## src/rtl/sdram_port_arb_pkg.sv

```systemverilog
// Shared constants and state encoding for the SDRAM port arbiter.
package sdram_port_arb_pkg;

    localparam int unsigned SDRAM_ADDR_NBIT = 24;
    localparam int unsigned SDRAM_DATA_NBIT = 32;

    localparam logic HIGH = 1'b1;
    localparam logic LOW  = 1'b0;

    typedef enum logic [1:0] {
        ArbIdle = 2'd0,
        ArbWr   = 2'd1,
        ArbRd   = 2'd2
    } arb_state_t;

endpackage

```

## src/rtl/sdram_port_arb_timeout_cnt.sv

```systemverilog
// Command watchdog: clear/enable counter whose terminal flag marks the cycle
// on which the count reaches TIMEOUT.
module sdram_port_arb_timeout_cnt #(
    parameter int unsigned TIMEOUT = 255
) (
    input  logic mclk,
    input  logic rst,
    input  logic clr,
    input  logic en,
    output logic tc
);

    localparam int unsigned CNT_NBIT = $clog2(TIMEOUT + 1);

    logic [CNT_NBIT-1:0] cnt_q;

    // Count cycles spent with a command outstanding.
    always_ff @(posedge mclk or posedge rst) begin
        if (rst) begin
            cnt_q <= '0;
        end else if (clr) begin
            cnt_q <= '0;
        end else if (en) begin
            cnt_q <= cnt_q + CNT_NBIT'(1);
        end
    end

    // High on the cycle whose increment would bring the count to TIMEOUT.
    assign tc = en && (cnt_q == CNT_NBIT'(TIMEOUT - 1));

endmodule

```

## src/rtl/sdram_port_arb.sv

```systemverilog
// Two-port arbiter in front of sdram_ctrl: loader writes vs. player reads.
// Reads win unless the loader has waited through MAX_RD_RUN read grants.
module sdram_port_arb
    import sdram_port_arb_pkg::*;
#(
    parameter int unsigned DATA_NBIT  = SDRAM_DATA_NBIT,
    parameter int unsigned ADDR_NBIT  = SDRAM_ADDR_NBIT,
    parameter int unsigned MAX_RD_RUN = 8,
    parameter int unsigned TIMEOUT    = 255
) (
    input  logic                 mclk,
    input  logic                 rst,
    input  logic                 wr_req,
    input  logic [ADDR_NBIT-1:0] wr_addr,
    input  logic [DATA_NBIT-1:0] wr_data,
    output logic                 wr_ack,
    output logic                 wr_err,
    input  logic                 rd_req,
    input  logic [ADDR_NBIT-1:0] rd_addr,
    output logic                 rd_ack,
    output logic [DATA_NBIT-1:0] rd_data,
    output logic                 rd_dv,
    output logic                 rd_err,
    output logic                 busy,
    output logic                 ctrl_wren,
    output logic [ADDR_NBIT-1:0] ctrl_waddr,
    output logic [DATA_NBIT-1:0] ctrl_wdata,
    input  logic                 ctrl_wstatus,
    output logic                 ctrl_rd,
    output logic [ADDR_NBIT-1:0] ctrl_raddr,
    input  logic [DATA_NBIT-1:0] ctrl_rdata,
    input  logic                 ctrl_rdv,
    input  logic                 ctrl_rstatus
);

    localparam int unsigned RUN_NBIT = $clog2(MAX_RD_RUN + 1);

    arb_state_t          state_q;
    logic [RUN_NBIT-1:0] rd_run_cnt_q;
    logic                seen_busy_q;

    logic grant_ok;
    logic grant_wr;
    logic grant_rd;
    logic run_full;
    logic tmo_clr;
    logic tmo_tc;

    // Grant decision taken from the requests sampled on this edge.
    always_comb begin
        run_full = (rd_run_cnt_q >= RUN_NBIT'(MAX_RD_RUN));
        grant_ok = (state_q == ArbIdle) && !ctrl_wstatus && !ctrl_rstatus;
        grant_wr = grant_ok && wr_req && (!rd_req || run_full);
        grant_rd = grant_ok && rd_req && !grant_wr;
        tmo_clr  = (state_q == ArbIdle);
    end

    sdram_port_arb_timeout_cnt #(
        .TIMEOUT (TIMEOUT)
    ) u_timeout_cnt (
        .mclk (mclk),
        .rst  (rst),
        .clr  (tmo_clr),
        .en   (!tmo_clr),
        .tc   (tmo_tc)
    );

    // Arbiter FSM with all outputs registered; pulses default low every cycle.
    always_ff @(posedge mclk or posedge rst) begin
        if (rst) begin
            state_q      <= ArbIdle;
            rd_run_cnt_q <= '0;
            seen_busy_q  <= LOW;
            wr_ack       <= LOW;
            wr_err       <= LOW;
            rd_ack       <= LOW;
            rd_data      <= '0;
            rd_dv        <= LOW;
            rd_err       <= LOW;
            busy         <= LOW;
            ctrl_wren    <= LOW;
            ctrl_waddr   <= '0;
            ctrl_wdata   <= '0;
            ctrl_rd      <= LOW;
            ctrl_raddr   <= '0;
        end else begin
            wr_ack    <= LOW;
            wr_err    <= LOW;
            rd_ack    <= LOW;
            rd_dv     <= LOW;
            rd_err    <= LOW;
            ctrl_wren <= LOW;
            ctrl_rd   <= LOW;

            // Run-length guard: a write grant or an idle loader resets the run.
            if (grant_wr || ((state_q == ArbIdle) && !wr_req)) begin
                rd_run_cnt_q <= '0;
            end else if (grant_rd && !run_full) begin
                rd_run_cnt_q <= rd_run_cnt_q + RUN_NBIT'(1);
            end

            case (state_q)
                ArbIdle: begin
                    seen_busy_q <= LOW;
                    if (grant_wr) begin
                        wr_ack     <= HIGH;
                        ctrl_wren  <= HIGH;
                        ctrl_waddr <= wr_addr;
                        ctrl_wdata <= wr_data;
                        busy       <= HIGH;
                        state_q    <= ArbWr;
                    end else if (grant_rd) begin
                        rd_ack     <= HIGH;
                        ctrl_rd    <= HIGH;
                        ctrl_raddr <= rd_addr;
                        busy       <= HIGH;
                        state_q    <= ArbRd;
                    end
                end
                ArbWr: begin
                    if (ctrl_wstatus) begin
                        seen_busy_q <= HIGH;
                    end
                    // Completion has priority over a coincident timeout.
                    if (!ctrl_wstatus && seen_busy_q) begin
                        busy        <= LOW;
                        seen_busy_q <= LOW;
                        state_q     <= ArbIdle;
                    end else if (tmo_tc) begin
                        wr_err      <= HIGH;
                        busy        <= LOW;
                        seen_busy_q <= LOW;
                        state_q     <= ArbIdle;
                    end
                end
                ArbRd: begin
                    if (ctrl_rdv) begin
                        rd_data <= ctrl_rdata;
                        rd_dv   <= HIGH;
                        busy    <= LOW;
                        state_q <= ArbIdle;
                    end else if (tmo_tc) begin
                        rd_err  <= HIGH;
                        busy    <= LOW;
                        state_q <= ArbIdle;
                    end
                end
                default: begin
                    busy    <= LOW;
                    state_q <= ArbIdle;
                end
            endcase
        end
    end

endmodule

```

## config.mk

```make
export PLATFORM = sky130hd
export DESIGN_NAME = sdram_port_arb
export DESIGN_NICKNAME = d
export VERILOG_FILES = /design/src/rtl/sdram_port_arb_pkg.sv /design/src/rtl/sdram_port_arb_timeout_cnt.sv /design/src/rtl/sdram_port_arb.sv
export SDC_FILE = /design/constraint.sdc
export NUM_CORES = 1
export LEC_CHECK = 0
export ABC_AREA = 1
export ABC_CLOCK_PERIOD_IN_PS = 4000
export BUFFER_PORTS_ARGS = -buffer_cell sky130_fd_sc_hd__buf_2
export CELL_PAD_IN_SITES_DETAIL_PLACEMENT = 0
export CELL_PAD_IN_SITES_GLOBAL_PLACEMENT = 1
export CORE_MARGIN = 2
export CORE_UTILIZATION = 25
export CTS_BUF_LIST = sky130_fd_sc_hd__clkbuf_8 sky130_fd_sc_hd__clkbuf_16
export DETAILED_ROUTE_END_ITERATION = 16
export HOLD_SLACK_MARGIN = 0.12
export PLACE_DENSITY = 0.67
export SYNTH_ARGS = -nofsm -noshare
export SYNTH_HDL_FRONTEND = slang
export SYNTH_SLANG_ARGS = --single-unit
```

## constraint.sdc

```tcl
create_clock -name mclk -period 4 [get_ports mclk]
set_input_delay 0.6 -clock mclk [delete_from_list [all_inputs] [get_ports mclk]]
set_output_delay 0.6 -clock mclk [all_outputs]
set_load 0.005 [all_outputs]
```

# ---- After elaboration in Yosys (flattened, before gate mapping)
# Cells that the tools add are included.
dict set report word_totals {
  out_inout_bits 120
  inputBits 119
  ff_bits 133
  word_cells 80
}
dict set report op_classes {
  n_reduce_logical 26
  muxes 31
  n_lt_le_gt_ge 1
  bitwise_logic 1
  n_eq_ne 5
  n_addsub 2
}
# operator count
set ops {}
lappend ops {{$mux 1} 20}
lappend ops {{$logic_and 1x1->1} 10}
lappend ops {{$mux 2} 5}
lappend ops {{$add 8x1->8 const B} 1}
lappend ops {{$eq 8x8->1 const B} 1}
lappend ops {{$mux 4} 2}
lappend ops {{$mux 8} 1}
lappend ops {{$logic_not 1->1} 7}
lappend ops {{$pmux 2 s3} 1}
lappend ops {{$reduce_and 2->1} 3}
lappend ops {{$add 4x1->4 const B} 1}
lappend ops {{$ge 4x4->1 const B} 1}
lappend ops {{$ne 4x4->1 const B} 1}
lappend ops {{$reduce_bool 2->1} 2}
lappend ops {{$ne 3x3->1 const B} 1}
lappend ops {{$pmux 1 s3} 1}
lappend ops {{$reduce_and 3->1} 1}
lappend ops {{$eq 2x1->1 const B} 1}
lappend ops {{$eq 2x2->1 const B} 1}
lappend ops {{$logic_not 2->1} 1}
lappend ops {{$logic_or 1x1->1} 2}
lappend ops {{$pmux 1 s2} 1}
lappend ops {{$not 1->1} 1}

# ---- Depth between registers and ports, before layout
dict set report depth {
  depth_word 10
  mapped_depth 9
  ltp_nobuf 9
}

# ---- Hierarchy
# A second synthesis with hierarchy kept.
dict set report hier_totals {
  hier_cells 612
  hier_area_um2 5444.0
}
# module n_inst cells_each area_each_um2 seq_area_each_um2
set by_module_without_submodules {}
lappend by_module_without_submodules {sdram_port_arb 1 552 4968.5 3128.0}
lappend by_module_without_submodules {sdram_port_arb_timeout_cnt 1 60 475.5 200.2}

# ---- Worst setup path before layout
# Ideal clock, no wire load.
dict set report synth_path {
  kind {input -> register}
  start {input port ctrl_wstatus}
  end {register ctrl_raddr[0]}
  t_arrival_ps 1386
  path_slack_ps 2491
  stages 7
  setup_ps 123
  path_cell_list {inv_1 nand2_1 nor2_8 nand2_4 clkbuf_2 o21ai_0 nand2_1}
}
dict set report synth_between {
  elab_chain_len 8
}
# item line_no
set synth_rtl {}
lappend synth_rtl {{start: declaration} sdram_port_arb.sv:28} ;# input logic ctrl_wstatus,
lappend synth_rtl {{$logic_not 1->1 (*)} sdram_port_arb.sv:52} ;# grant_ok = (state_q == ArbIdle) && !ctrl_wstatus && !ctrl_rstatus;
lappend synth_rtl {{$logic_and 1x1->1 (*) (2 in series)} sdram_port_arb.sv:52}
lappend synth_rtl {{$logic_and 1x1->1 (2 in series)} sdram_port_arb.sv:53} ;# grant_wr = grant_ok && wr_req && (!rd_req || run_full);
lappend synth_rtl {{$logic_not 1->1} sdram_port_arb.sv:54} ;# grant_rd = grant_ok && rd_req && !grant_wr;
lappend synth_rtl {{$logic_and 1x1->1} sdram_port_arb.sv:54}
lappend synth_rtl {{$reduce_and 3->1 (no line) (*)} n/a}
lappend synth_rtl {{end signal: assignment} sdram_port_arb.sv:115} ;# ctrl_raddr <= rd_addr;
lappend synth_rtl {{end: declaration} sdram_port_arb.sv:30} ;# output logic [ADDR_NBIT-1:0] ctrl_raddr,
# Every way passes the cells marked *; elsewhere a longest branch is shown, timed or not.
# A chain may end at the register's enable or synchronous reset.

# ---- Final worst setup path
dict set report layout_path {
  start {register rd_run_cnt_q[3]}
  end {register ctrl_wdata[5]}
}
dict set report layout_between {
  elab_chain_len 4
}
# item line_no
set layout_rtl {}
lappend layout_rtl {{start: declaration} sdram_port_arb.sv:39} ;# logic [RUN_NBIT-1:0] rd_run_cnt_q;
lappend layout_rtl {{start signal: assignment} sdram_port_arb.sv:99} ;# rd_run_cnt_q <= rd_run_cnt_q + RUN_NBIT'(1);
lappend layout_rtl {{$ge 4x4->1} sdram_port_arb.sv:51} ;# run_full = (rd_run_cnt_q >= RUN_NBIT'(MAX_RD_RUN));
lappend layout_rtl {{$logic_or 1x1->1} sdram_port_arb.sv:53}
lappend layout_rtl {{$logic_and 1x1->1} sdram_port_arb.sv:53}
lappend layout_rtl {{$reduce_and 2->1 (no line)} n/a}
lappend layout_rtl {{end signal: assignment} sdram_port_arb.sv:109} ;# ctrl_wdata <= wr_data;
lappend layout_rtl {{end: declaration} sdram_port_arb.sv:27} ;# output logic [DATA_NBIT-1:0] ctrl_wdata,
# Every way passes these cells.

==> impl_results.md <==
* Post-CTS resize count at 0
* I/O pin count at 239
* Sequential element share of the synthesized area at 0.626
* Layout cells sized above 1 at 0.344
* WP data required at 4.35 ns
* Total wire length at 14.6 mm
* FF-to-FF Start: rd_run_cnt_q[3]$_DFFE_PP0P_
* Dpl hpwl at 10.2 mm
* PnR Total Power at 5350 uW
* Clk_skew at 0.00674 ns
* CP Class: flip-flop to flip-flop
* Die ar. at 22400 um^2
* HP Class: input pin to async pin
* # DRC at 0
* Area growth from synthesis to layout at 38.6%
* Setup bufs post-CTS at 0
* Fillers at 2253
* Yosys top cell area share at 0.626
* Mapped cell area at 5320 um^2
* CTS root buf: clkbuf_16
* DRT Pass-1 Iters at 4
* Vias in the first global route at 4350
* Yosys warning count at 0
* Post-synth top cells: 335 x nand2_1, 133 x dfrtp_1, 31 x o21ai_0, 19 x inv_1
* Clk sinks at 133
* Post-CTS Hold Buffers at 0
* Initial Util at 0.254
* Final layout net count at 955
* R2R Setup Slk at 1.85 ns
* Worst Setup End Kind: flip-flop
* Final setup fails at 0
* Clk slew on worst S/H paths at 0.06 ns
* Place WS at 1.41 ns
* Synth area leaders: dfrtp_1 63%, nand2_1 24%, o21ai_0 2.9%
* Final Cell Area at 7370 um^2
* CTS tree: built
* Post-synth top area cell: dfrtp_1
* Syn_area_per_cell at 8.94 um^2
* GRT Residual Overflow at 0
* Tot GR Track Use at 0.130
* Die H at 150 um
* FF/Latch Area at 3330 um^2
* Status: complete, no violations
* Worst-skew pair later-pin latency at 0.41 ns
* Netlist cell types at 26
* R2R depth at 6
* Final Core Density at 0.352
* Slew Viols, Final at 0
* Area after DPL at 6760 um^2
* Period utilization at 0.537
* CP arrival at 2.50 ns
* First-pass GRT wire length at 22.9 mm
* Startpoint Class: flip-flop
* Die width at 150 um
* Deepest clock path buffer count at 2
* Ys async rst share at 1.00
* Iteration-0 DRC Markers at 216
* Reg-to-Reg End: ctrl_wdata[5]$_DFFE_PP0P_
* Synth Register Bits at 133
* Post-Syn Nets at 718
* Fin. Hold Viols at 0
* Fmax at 465 MHz
* Worst Tran Pin Value at 1.02 ns
* Post-route ant nets at 0
* Most frequent cell after synthesis: nand2_1
* Synthesized instance count at 595
* EDFF count, synth at 0
* Power per Cell Area at 726 nW/um^2
* Total CTS buffers at 17
* Slew margin rel. at 0.322
* Final Wtd Congestion at 0.699
* Tmin final at 2.15 ns
* Wire per inst at 13.0 um
* TNS Setup at 0 ns
* Via density at 4.08
* CORE AREA at 21000 um^2
* Antenna diodes at 0
* Cell leakage power at 0.00421 uW
* Primary FF master, synth: dfrtp_1
* Largest net degree at the start of global routing at 54
* PortBufs at 238
* Unrepaired setup endpoints after global routing: false
* Final worst-path setup slack at 1.85 ns
* Max rail drop VDD at 0.314 mV
* Vias at 4566
* H-tree depth at 4
* Cell Rows at 53
* Multi-input gate area at 1750 um^2
* Largest fanout on the critical path at 38
* Number of max-cap violations at 0
* Antenna violations before repair at 0
-- how the worst max path moves through the flow --
stage | startpoint | end | slack, ns
global placement | rd_req | ctrl_waddr[4]$_DFFE_PP0P_ | 1.40
detailed placement | rd_req | ctrl_wdata[5]$_DFFE_PP0P_ | 1.41
global route | rd_run_cnt_q[3]$_DFFE_PP0P_ | ctrl_wdata[5]$_DFFE_PP0P_ | 1.59
CTS | rd_run_cnt_q[3]$_DFFE_PP0P_ | ctrl_wdata[5]$_DFFE_PP0P_ | 1.75
finish | rd_run_cnt_q[3]$_DFFE_PP0P_ | ctrl_wdata[5]$_DFFE_PP0P_ | 1.85
floorplan | rst | busy$_DFFE_PP0P_ | 1.75
-- metal layers --
metal  GRT usage  vias up  part of all wire
li1            -     2295                 -
met1       0.179     2071              0.47
met2       0.195      189              0.43
met3      0.0405       11             0.086
met4      0.0439        0             0.012
met5           0        -                 0
-- sequential cells by signal, indices dropped and copies added, names as in the netlist --
signal               flops
state_q                  2
rd_err                   1
ctrl_waddr              24
wr_err                   1
ctrl_wdata              32
rd_dv                    1
seen_busy_q              1
rd_run_cnt_q             4
ctrl_wren                1
busy                     1
u_timeout_cnt.cnt_q      8
ctrl_raddr              24
rd_data                 32
ctrl_rd                  1
-- metrics by stage --
| stage | std cells | hold WS, ns |
|---|---|---|
| after global placement | 1088 | 0.448 |
| after global routing | 1119 | 0.367 |
| final | 1119 | 0.358 |
| after CTS | 1119 | 0.366 |
| after detailed placement | 1088 | 0.453 |
| after floorplan | 595 | 0.454 |
-- where the power goes --
group          switching [uW]  internal, uW  leakage [uW]
clock                     595          1010      0.000291
sequential                300          1940       0.00169
combinational             823           685       0.00223
total                    1720          3630       0.00421
-- final cells by class --
| cell class | instances | share of cell area |
|---|---|---|
| clock inverter | 12 | 0.0209 |
| timing repair buffer | 244 | 0.169 |
| inverter | 23 | 0.0122 |
| multi-input combinational | 413 | 0.238 |
| sequential | 133 | 0.452 |
| clock buffer | 19 | 0.0615 |
| tap | 275 | 0.0467 |
-- placed cells by master, fill, tap and decap left out, types with 4 or more instances in the layout --
cell,synthesis,final
nand2_1,335,335
buf_2,12,238
dfrtp_1,133,133
o21ai_0,31,31
inv_1,19,18
clkbuf_16,0,17
nor2_1,12,12
a21oi_1,7,7
buf_4,5,5
inv_2,4,4
nand4_1,4,4
nand3_1,4,4
clkinvlp_4,0,4
ha_1,4,4
-- worst max-delay path, stage by stage (launching register included) --
cell and delay, ns:
dfrtp_1 0.42, o21ai_4 0.24, inv_2 0.24, nand2_2 0.63, buf_4 0.38, nand2_1 0.09
nand2_1 0.06
-- cells by family after synthesis --
logic type,after synthesis,synth area share
AND/OR/NAND/NOR,368,0.277
XOR/XNOR,2,0.00330
AO/OA/AOI/OAI,39,0.0388
flip-flops,133,0.626
buffers and inverters,49,0.0457
adder cells (fa/ha/maj),4,0.00941
No activity file was read; power rests on OpenSTA's default activity.
